[src/rtl/stim_seq_pkg.sv]
// Shared types and constants for the stimulus vector sequencer.
// Contents:
//   seq_state_e   - sequencer FSM states
//   DefInW/...    - default field widths
//   *_BIT/*_LSB   - field offsets within a stored vector at the default widths
package stim_seq_pkg;

  localparam int unsigned DefInW   = 32;
  localparam int unsigned DefCntW  = 4;
  localparam int unsigned DefAddrW = 8;

  // Field positions inside a stored vector at the default widths.
  localparam int unsigned IN_LSB  = 0;
  localparam int unsigned CNT_LSB = DefInW;
  localparam int unsigned REG_BIT = DefInW + DefCntW;
  localparam int unsigned OBS_BIT = DefInW + DefCntW + 1;

  typedef enum logic [2:0] {
    StIdle,
    StFetch,
    StLoad,
    StApply,
    StDone
  } seq_state_e;

endpackage

[src/rtl/stim_vec_unpack.sv]
// Combinational split of one stored vector into the four DUT input fields.
// Ports:
//   vec      in  VEC_W  stored vector
//   in_f     out IN_W   data field,     bits [IN_W-1:0]
//   count_f  out CNT_W  count field,    bits [IN_W+CNT_W-1:IN_W]
//   reg_f    out 1      register flag,  bit VEC_W-2
//   obs_f    out 1      observation flag, bit VEC_W-1
module stim_vec_unpack #(
  parameter int unsigned IN_W  = 32,
  parameter int unsigned CNT_W = 4,
  localparam int unsigned VEC_W = IN_W + CNT_W + 2
) (
  input  logic [VEC_W-1:0] vec,
  output logic [IN_W-1:0]  in_f,
  output logic [CNT_W-1:0] count_f,
  output logic             reg_f,
  output logic             obs_f
);

  always_comb begin
    in_f    = vec[IN_W-1:0];
    count_f = vec[IN_W+CNT_W-1:IN_W];
    reg_f   = vec[VEC_W-2];
    obs_f   = vec[VEC_W-1];
  end

endmodule

[src/rtl/stim_vector_sequencer.sv]
// Replay controller: walks a vector RAM (one-cycle read latency) and applies
// each stored vector to the DUT input fields, one vector every three cycles
// when the DUT is not stalling.
// Optional feature macro: SEQ_LOOP_EN (continuous looping, start acts as stop).
// Ports:
//   clk, reset          clock; asynchronous active-low reset
//   start, num_vec      run request and vector count (latched on accept)
//   stall               DUT not ready; holds the current vector
//   mem_rd, mem_addr    read request to the vector RAM
//   mem_rdata           RAM data, valid the cycle after mem_rd
//   dut_in/count/register/obs  registered DUT fields
//   vec_valid           pulse: new vector on dut_* this cycle
//   busy, done, pc      run status and applied-vector count
module stim_vector_sequencer
  import stim_seq_pkg::*;
#(
  parameter int unsigned IN_W   = DefInW,
  parameter int unsigned CNT_W  = DefCntW,
  parameter int unsigned ADDR_W = DefAddrW,
  localparam int unsigned VEC_W = IN_W + CNT_W + 2
) (
  input  logic              clk,
  input  logic              reset,
  input  logic              start,
  input  logic [ADDR_W:0]   num_vec,
  input  logic              stall,
  output logic              mem_rd,
  output logic [ADDR_W-1:0] mem_addr,
  input  logic [VEC_W-1:0]  mem_rdata,
  output logic [IN_W-1:0]   dut_in,
  output logic [CNT_W-1:0]  dut_count,
  output logic              dut_register,
  output logic              dut_obs,
  output logic              vec_valid,
  output logic              busy,
  output logic              done,
  output logic [ADDR_W:0]   pc
);

  seq_state_e state_q, state_d;
  logic [ADDR_W:0] pc_q, pc_d;
  logic [ADDR_W:0] num_q, num_d;
  logic busy_q, busy_d;
  logic done_q, done_d;
  logic vec_valid_q, vec_valid_d;
  logic load_en;

  logic [IN_W-1:0]  in_q;
  logic [CNT_W-1:0] count_q;
  logic             reg_q, obs_q;

  logic [IN_W-1:0]  rd_in;
  logic [CNT_W-1:0] rd_count;
  logic             rd_reg, rd_obs;

  stim_vec_unpack #(
    .IN_W  (IN_W),
    .CNT_W (CNT_W)
  ) u_unpack (
    .vec     (mem_rdata),
    .in_f    (rd_in),
    .count_f (rd_count),
    .reg_f   (rd_reg),
    .obs_f   (rd_obs)
  );

`ifdef SEQ_LOOP_EN
  // A stop request seen while stalled is remembered until the vector retires.
  logic stop_q, stop_d;

  always_ff @(posedge clk or negedge reset) begin
    if (!reset) stop_q <= 1'b0;
    else        stop_q <= stop_d;
  end
`endif

  always_comb begin
    state_d     = state_q;
    pc_d        = pc_q;
    num_d       = num_q;
    busy_d      = busy_q;
    done_d      = 1'b0;
    vec_valid_d = 1'b0;
    load_en     = 1'b0;
    mem_rd      = 1'b0;
    mem_addr    = '0;
`ifdef SEQ_LOOP_EN
    stop_d      = stop_q;
`endif

    unique case (state_q)
      StIdle: begin
        if (start) begin
          if (num_vec != '0) begin
            num_d   = num_vec;
            pc_d    = '0;
            busy_d  = 1'b1;
            state_d = StFetch;
          end else begin
            // Empty run: straight to the done pulse, dut_* untouched.
            done_d  = 1'b1;
            state_d = StDone;
          end
        end
      end
      StFetch: begin
        mem_rd   = 1'b1;
        mem_addr = pc_q[ADDR_W-1:0];
        state_d  = StLoad;
      end
      StLoad: begin
        load_en     = 1'b1;
        pc_d        = pc_q + 1'b1;
        vec_valid_d = 1'b1;
        state_d     = StApply;
      end
      StApply: begin
`ifdef SEQ_LOOP_EN
        if (start) stop_d = 1'b1;
        if (!stall) begin
          if (start || stop_q) begin
            done_d  = 1'b1;
            state_d = StDone;
          end else if (pc_q == num_q) begin
            // Wrap: signal end of pass and restart from address 0.
            done_d  = 1'b1;
            pc_d    = '0;
            state_d = StFetch;
          end else begin
            state_d = StFetch;
          end
        end
`else
        if (!stall) begin
          if (pc_q == num_q) begin
            done_d  = 1'b1;
            state_d = StDone;
          end else begin
            state_d = StFetch;
          end
        end
`endif
      end
      StDone: begin
        busy_d  = 1'b0;
        state_d = StIdle;
`ifdef SEQ_LOOP_EN
        stop_d  = 1'b0;
`endif
      end
      default: state_d = StIdle;
    endcase
  end

  always_ff @(posedge clk or negedge reset) begin
    if (!reset) begin
      state_q     <= StIdle;
      pc_q        <= '0;
      num_q       <= '0;
      busy_q      <= 1'b0;
      done_q      <= 1'b0;
      vec_valid_q <= 1'b0;
    end else begin
      state_q     <= state_d;
      pc_q        <= pc_d;
      num_q       <= num_d;
      busy_q      <= busy_d;
      done_q      <= done_d;
      vec_valid_q <= vec_valid_d;
    end
  end

  always_ff @(posedge clk or negedge reset) begin
    if (!reset) begin
      in_q    <= '0;
      count_q <= '0;
      reg_q   <= 1'b0;
      obs_q   <= 1'b0;
    end else if (load_en) begin
      in_q    <= rd_in;
      count_q <= rd_count;
      reg_q   <= rd_reg;
      obs_q   <= rd_obs;
    end
  end

  assign dut_in       = in_q;
  assign dut_count    = count_q;
  assign dut_register = reg_q;
  assign dut_obs      = obs_q;
  assign vec_valid    = vec_valid_q;
  assign busy         = busy_q;
  assign done         = done_q;
  assign pc           = pc_q;

endmodule

[config.mk]
export PLATFORM = sky130hd
export DESIGN_NAME = stim_vector_sequencer
export DESIGN_NICKNAME = d
export VERILOG_FILES = /design/src/rtl/stim_seq_pkg.sv /design/src/rtl/stim_vec_unpack.sv /design/src/rtl/stim_vector_sequencer.sv
export SDC_FILE = /design/constraint.sdc
export NUM_CORES = 1
export LEC_CHECK = 0
export CAP_MARGIN = 20
export CORE_ASPECT_RATIO = 1.2
export CORE_MARGIN = 3
export CORE_UTILIZATION = 40
export CTS_BUF_LIST = sky130_fd_sc_hd__clkbuf_8
export DETAILED_ROUTE_END_ITERATION = 10
export GPL_TIMING_DRIVEN = 0
export PLACE_DENSITY = 0.79
export SLEW_MARGIN = 20
export SYNTH_ARGS = -nofsm -noshare
export SYNTH_HDL_FRONTEND = slang
export SYNTH_SLANG_ARGS = --single-unit
export TNS_END_PERCENT = 50
[constraint.sdc]
create_clock -name clk -period 1.7 [get_ports clk]
set_input_delay 0.34 -clock clk [delete_from_list [all_inputs] [get_ports clk]]
set_output_delay 0.34 -clock clk [all_outputs]
set_load 0.03 [all_outputs]
==> results of run 1 <==
==> cells by family (layout without fill, tap and decap cells) <==
logic type      count (synthesis)  count (layout)
compound gates                 11              11
simple gates                   46              47
xor+xnor                       16              16
mux                            45              45
buf+inv                        10             153
fa+ha+maj                       1               1
flops                          62              62
==> power groups by stage <==
stage	combinational, mW	clock (mW)	sequential (mW)
5_1_grt	4.55	1.54	2.83
6_report	4.27	1.45	2.73
3_5_place_dp	4.34	0	2.73
4_1_cts	4.18	1.48	2.75
2_1_floorplan	1.47	0	3.81
3_3_place_gp	4.28	0	2.70
==> metrics by stage <==
step                      util, %  setup TNS, ps  hold WS [ps]
after CTS                   68.61         -812.0         249.8
after global placement      62.53        -123800         488.2
after global routing        69.65          -4769         254.7
after detailed placement    62.81         -17910         271.7
final                       69.65          -1167         265.2
after floorplan                 -         -346.2         44.41
==> registers in the layout, indices dropped and copies added, names as in the netlist <==
signal,count
dut_in,32
num_q,9
pc,9
dut_count,4
state_q,3
busy,1
done,1
dut_obs,1
dut_register,1
vec_valid,1
==> worst max-delay path, stage by stage (launching register included) <==
cell	delay, ps
dfrtp_2	480
nor3b_4	280
buf_4	160
and2_4	130
buf_6	120
==> area by class of cell <==
type / count / area [um2] / area share, %
Sequential cell: 62 / 1556 / 36.24
Timing Repair Buffer: 129 / 1204 / 28.02
Multi-Input combinational cell: 120 / 1132 / 26.36
Clock buffer: 10 / 137.6 / 3.204
Tap cell: 82 / 102.6 / 2.389
Clock inverter: 6 / 85.08 / 1.981
Buffer: 7 / 73.82 / 1.719
Inverter: 1 / 3.754 / 0.08739
==> Yosys cell counts (2+ instances only) <==
| cell | count |
|---|---|
| a22o_1 | 3 |
| xor2_1 | 15 |
| nor3b_1 | 4 |
| clkbuf_1 | 4 |
| nand3_1 | 3 |
| and2_1 | 9 |
| nand2b_1 | 2 |
| buf_2 | 5 |
| nor4_1 | 2 |
| dfrtp_1 | 62 |
| nand4_1 | 4 |
| nor2_1 | 9 |
| or3_1 | 2 |
| a21oi_1 | 4 |
| mux2_2 | 44 |
| nand2_1 | 3 |
==> final timing paths <==
check / slack (ps) / endpoint / start / cells past startpoint
worst min-delay path: 270 / num_q[4] / num_vec[4] / 2
worst max-delay path: -150 / mem_addr[7] / state_q[1] / 4
max in group asynchronous: 720 / state_q[2] / reset / 3
worst min register to register: 500 / dut_in[11] / dut_in[11] / 1
min in group asynchronous: 460 / dut_in[18] / reset / 2
worst max register to register: -70 / num_q[2] / state_q[1] / 5
==> metal layers <==
| metal | vias up | GRT usage (%) |
|---|---|---|
| li1 | 951 | - |
| met1 | 1039 | 20.22 |
| met2 | 91 | 32.45 |
| met3 | 12 | 6.202 |
| met4 | 0 | 8.451 |
| met5 | - | 0 |
==> layout by cell type (no fill, tap or decap), drive strengths merged, types with 2 or more instances in the layout <==
cell	n
dfrtp	62
dlygate4sd2	47
mux2	45
clkdlybuf4s50	44
buf	35
xor2	15
clkbuf	13
nor2	9
and2	9
dlymetal6s2s	5
nor3b	5
nand4	4
a21oi	4
or3	3
nand2	3
nand3	3
a22o	3
nand2b	2
clkinvlp	2
clkinv	2
bufinv	2
nor4	2
==> timing repair <==
action / 4_1_cts / 5_1_grt
endpoints found under the setup margin: 104 / 58
pin swaps: 8 / 4
resized for setup: 142 / 13
hold buffers: 1 / 0
gates cloned: 2 / 0
hold endpoints to repair: 24 / 0
setup buffers: 13 / 4
==> metrics.cfg, run 1 <==
[timing]
max_freq_mhz=540.1
finalCriticalPeriod_ps=1851
rsz0062_at_grt=true
setup_viol=18
worstMarginPinSlew_ps=365.2
post-route-period-util_pct=108.9
drv_slew=0
fin_worst_skew_ps=6.340
layout_setup_ws_ps=-151.5
timing.slew.headroom_pct=75.43
hold_viol=0

[clocking]
cts_buffers=9
clkSinkCount=62
clkLatencyLatePin_ps=330
cts_tree=yes
htree_levels=3
clockBufferDepth=2
path_clk_slew_ps=70
cts_root_buf=clkbuf_8

[layout]
fin_nets=382
drive_gt1_share_pct=36.72
fin_cells=417
fill_cells=452
diodes=0
area_growth_pct=64.26
fin_area_um2=4295

[floorplanning]
start_util_pct=42.40
die_w_um=79.81
die-area_um2=7548
die_h_um=94.57
coreArea_um2=6167
io_pins=110
rows=31

[pwr]
p_leak_nw=1.993
p_switching_mw=3.453
pwr-share-clk_pct=17.1
vdd_ir_drop_max_mv=1.031
p_int_mw=4.995
p_per_area_nw_per_um2=1967
p_total_mw=8.448
sw_frac_of_total_pct=40.88
comb_power_share_pct=50.5
seq_power_share_pct=32.4

[global_route]
grt_max_degree=39
grt-ovfl-total=0
track_usage_pct=18.54
grt_pass1_wl_mm=10.78
grt_pass1_vias=2287
antenna_found_initial=0

[drt]
wl_met1_mm=2.670
drt_iter0_markers=92
wl_met3_um=498
wl_met2_mm=3.559
top_layer=met4
wl_per_cell_um=16.42
drtAntennaViolNets=0
wl_mm=6.846
avgViaCountPerCell=5.019
vias=2093
dr.pass1.iters=4
drc_errors=0

[worst_setup_path]
timing_worst_setup_path_type=reg2out
cp_max_fo=7
required_ps=1360
crit_arrival_ps=1510
crit_path_end_kind=output pin
start_kind=register

[yosys]
yosysWarnings=0
synth-compound-area-share_pct=2.967
ys.flop_type=dfrtp_1
synth_fp_nets=243
synth_xor_area_share_pct=5.359
synth_area_leaders=dfrtp_1, mux2_2, xor2_1
synth_mux_area_share_pct=19.38
yosysTopAreaCell=dfrtp_1
yosysSeqAreaShare_pct=59.33
synth_top_area_share_pct=59.33
synthesis.area_um2=2615
avgSynthCellArea_um2=13.69
synth_edf_count=0
synthSimpleGateAreaFrac_pct=10.81
synth-async-reset-ratio_pct=100.0
synth_top_family_by_area=multiplexers
yosysUniqueCellTypes=32
synthAdderAreaFrac_pct=0.4785
ys_seq_elements=62
postSynthCellCount=191

[placement]
numPortBuffers=109
dpl_cell_area_um2=3874
pre_cts_ws_ps=-624.1
place.gp.congestion=0.8500
dp.cells=383
detailed_place_hpwl_mm=4.461

[min_path]
hold_path.class=in2reg

[status]
violations=negative setup slack
status=finished with violations

[run]
cap_violations=0

Note: power is estimated with default switching activity, not from simulation.
==> run 2, diff against run 1 <==
--- a/config.mk
+++ b/config.mk
@@ -13,6 +13,7 @@
 export DETAILED_ROUTE_END_ITERATION = 10
 export GPL_TIMING_DRIVEN = 0
 export PLACE_DENSITY = 0.79
+export SKIP_LAST_GASP = 1
 export SLEW_MARGIN = 20
 export SYNTH_ARGS = -nofsm -noshare
 export SYNTH_HDL_FRONTEND = slang
==> metrics.cfg, run 2 (synthesized netlist as in run 1, its figures left out) <==
[status]
status=finished with violations
violations=negative setup slack

[clocking]
clkLatencyLatePin_ps=330
cts_buffers=9
cts_root_buf=clkbuf_8
htree_levels=3
clkSinkCount=62
path_clk_slew_ps=70
cts_tree=yes
clockBufferDepth=2

[global_route]
grt_pass1_vias=2296
grt_max_degree=39
grt_pass1_wl_mm=10.78
antenna_found_initial=0
track_usage_pct=18.54
grt-ovfl-total=0

[floorplanning]
die_h_um=94.57
rows=31
io_pins=110
coreArea_um2=6167
die_w_um=79.81
start_util_pct=42.40
die-area_um2=7548

[placement]
pre_cts_ws_ps=-624.1
detailed_place_hpwl_mm=4.461
numPortBuffers=109
place.gp.congestion=0.8500

[drt]
drt_iter0_markers=94
drtAntennaViolNets=0
dr.pass1.iters=4
vias=2092
drc_errors=0
avgViaCountPerCell=4.993
wl_per_cell_um=16.87
wl_mm=7.067

[timing]
finalCriticalPeriod_ps=1905
worstMarginPinSlew_ps=408.7
setup_viol=30
post-route-period-util_pct=112.1
rsz0062_at_grt=true
timing.slew.headroom_pct=72.50
layout_setup_ws_ps=-205.1
max_freq_mhz=524.9
drv_slew=0
hold_viol=0
tns_ps=-1561
fin_worst_skew_ps=7.988

[pwr]
vdd_ir_drop_max_mv=1.121
p_total_mw=8.860
p_leak_nw=1.955
p_per_area_nw_per_um2=2034

[worst_setup_path]
crit_path_end_kind=output pin
worstPathCellList=nor3b_4 -> buf_4 -> and2_2 -> buf_4
timing_worst_setup_path_type=reg2out
r2r-start=state_q[0]
ff2ff_path_depth=6
r2r_end=pc[0]
timing.critical_path.buf_inv=2
crit_arrival_ps=1570
cp_max_fo=7
cpMostUsedCell=buf_4
r2r_slack_ps=-50
slowest_delay_ps=490
required_ps=1360
start_kind=register
cp_top_family=flip-flops
critPathSlowestCell=dfrtp_2

[layout]
diodes=0
layout_common_cells=clkdlybuf4s50_1, dfrtp_1, mux2_2
largest_reg_flops=32
fin_nets=384
area_growth_pct=66.60
final_common_cell=clkdlybuf4s50_1
drive_gt1_share_pct=36.80

[run]
cap_violations=0

[min_path]
min_to=num_q[4]
hold_path_startpoint=num_vec[4]
hold_path.class=in2reg
worstHoldPathCells=2

[run 2: cell type report]
class / instances / area [um2]
timing repair buffer: 131 / 1264
inverter: 1 / 3.754
fill: 429 / 1810
multi-input combinational: 120 / 1135
sequential: 62 / 1555
clock buffer: 10 / 137.6
tap: 82 / 102.6
clock inverter: 6 / 85.08
buffer: 7 / 73.82
[run 2: worst max path at each step]
stage	startpoint	slack, ps	cells past startpoint	end
global placement	reset	-1740	1	dut_in[7]
global route	state_q[1]	-280	4	mem_addr[6]
CTS	state_q[1]	-180	3	mem_addr[2]
floorplan	num_vec[2]	-80	4	done
detailed placement	num_vec[2]	-620	5	done
finish	state_q[1]	-210	4	mem_addr[6]
[run 2: stage by stage]
step                      util, %  hold slack (ps)  area [um2]  cells
after floorplan                 -            44.41        2663    191
after global placement      62.53            488.2        3856    382
after detailed placement    62.81            271.7        3874    383
after CTS                   69.41            249.8        4280    413
after global routing        70.64            254.2        4357    419
final                       70.64            262.2        4357    419
[run 2: worst register-to-register path: cells and delay by family, from the launching register on]
kind	cells	cell delay (ps)
flip-flops	1	480
AO/OA/AOI/OAI	1	250
buffers and inverters	2	300
AND/OR/NAND/NOR	2	350
multiplexers	1	250
[run 2: report_power, final]
| group | internal, mW | leakage (nW) | switching, mW | total (mW) |
|---|---|---|---|---|
| logic | 2.30 | 1.10 | 2.35 | 4.65 |
| clock network | 0.860 | 0.108 | 0.587 | 1.45 |
| registers | 2.20 | 0.742 | 0.564 | 2.76 |
| total | 5.36 | 1.95 | 3.50 | 8.86 |
[run 2: metal layers]
layer / GRT usage [%] / vias up / part of all wire, %
li1: - / 957 / -
met1: 20.16 / 1038 / 39
met2: 32.38 / 81 / 52
met3: 6.393 / 16 / 6.7
met4: 8.451 / 0 / 2.3
met5: 0 / - / 0
[run 2: what timing repair did]
item                                    in CTS  in global routing
pin swaps                                    8                  3
hold buffers                                 1                  0
resized for setup                          100                 16
hold endpoints to repair                    24                  0
buffers inserted                            13                  7
endpoints found under the setup margin     104                 96
gates cloned                                 2                  0
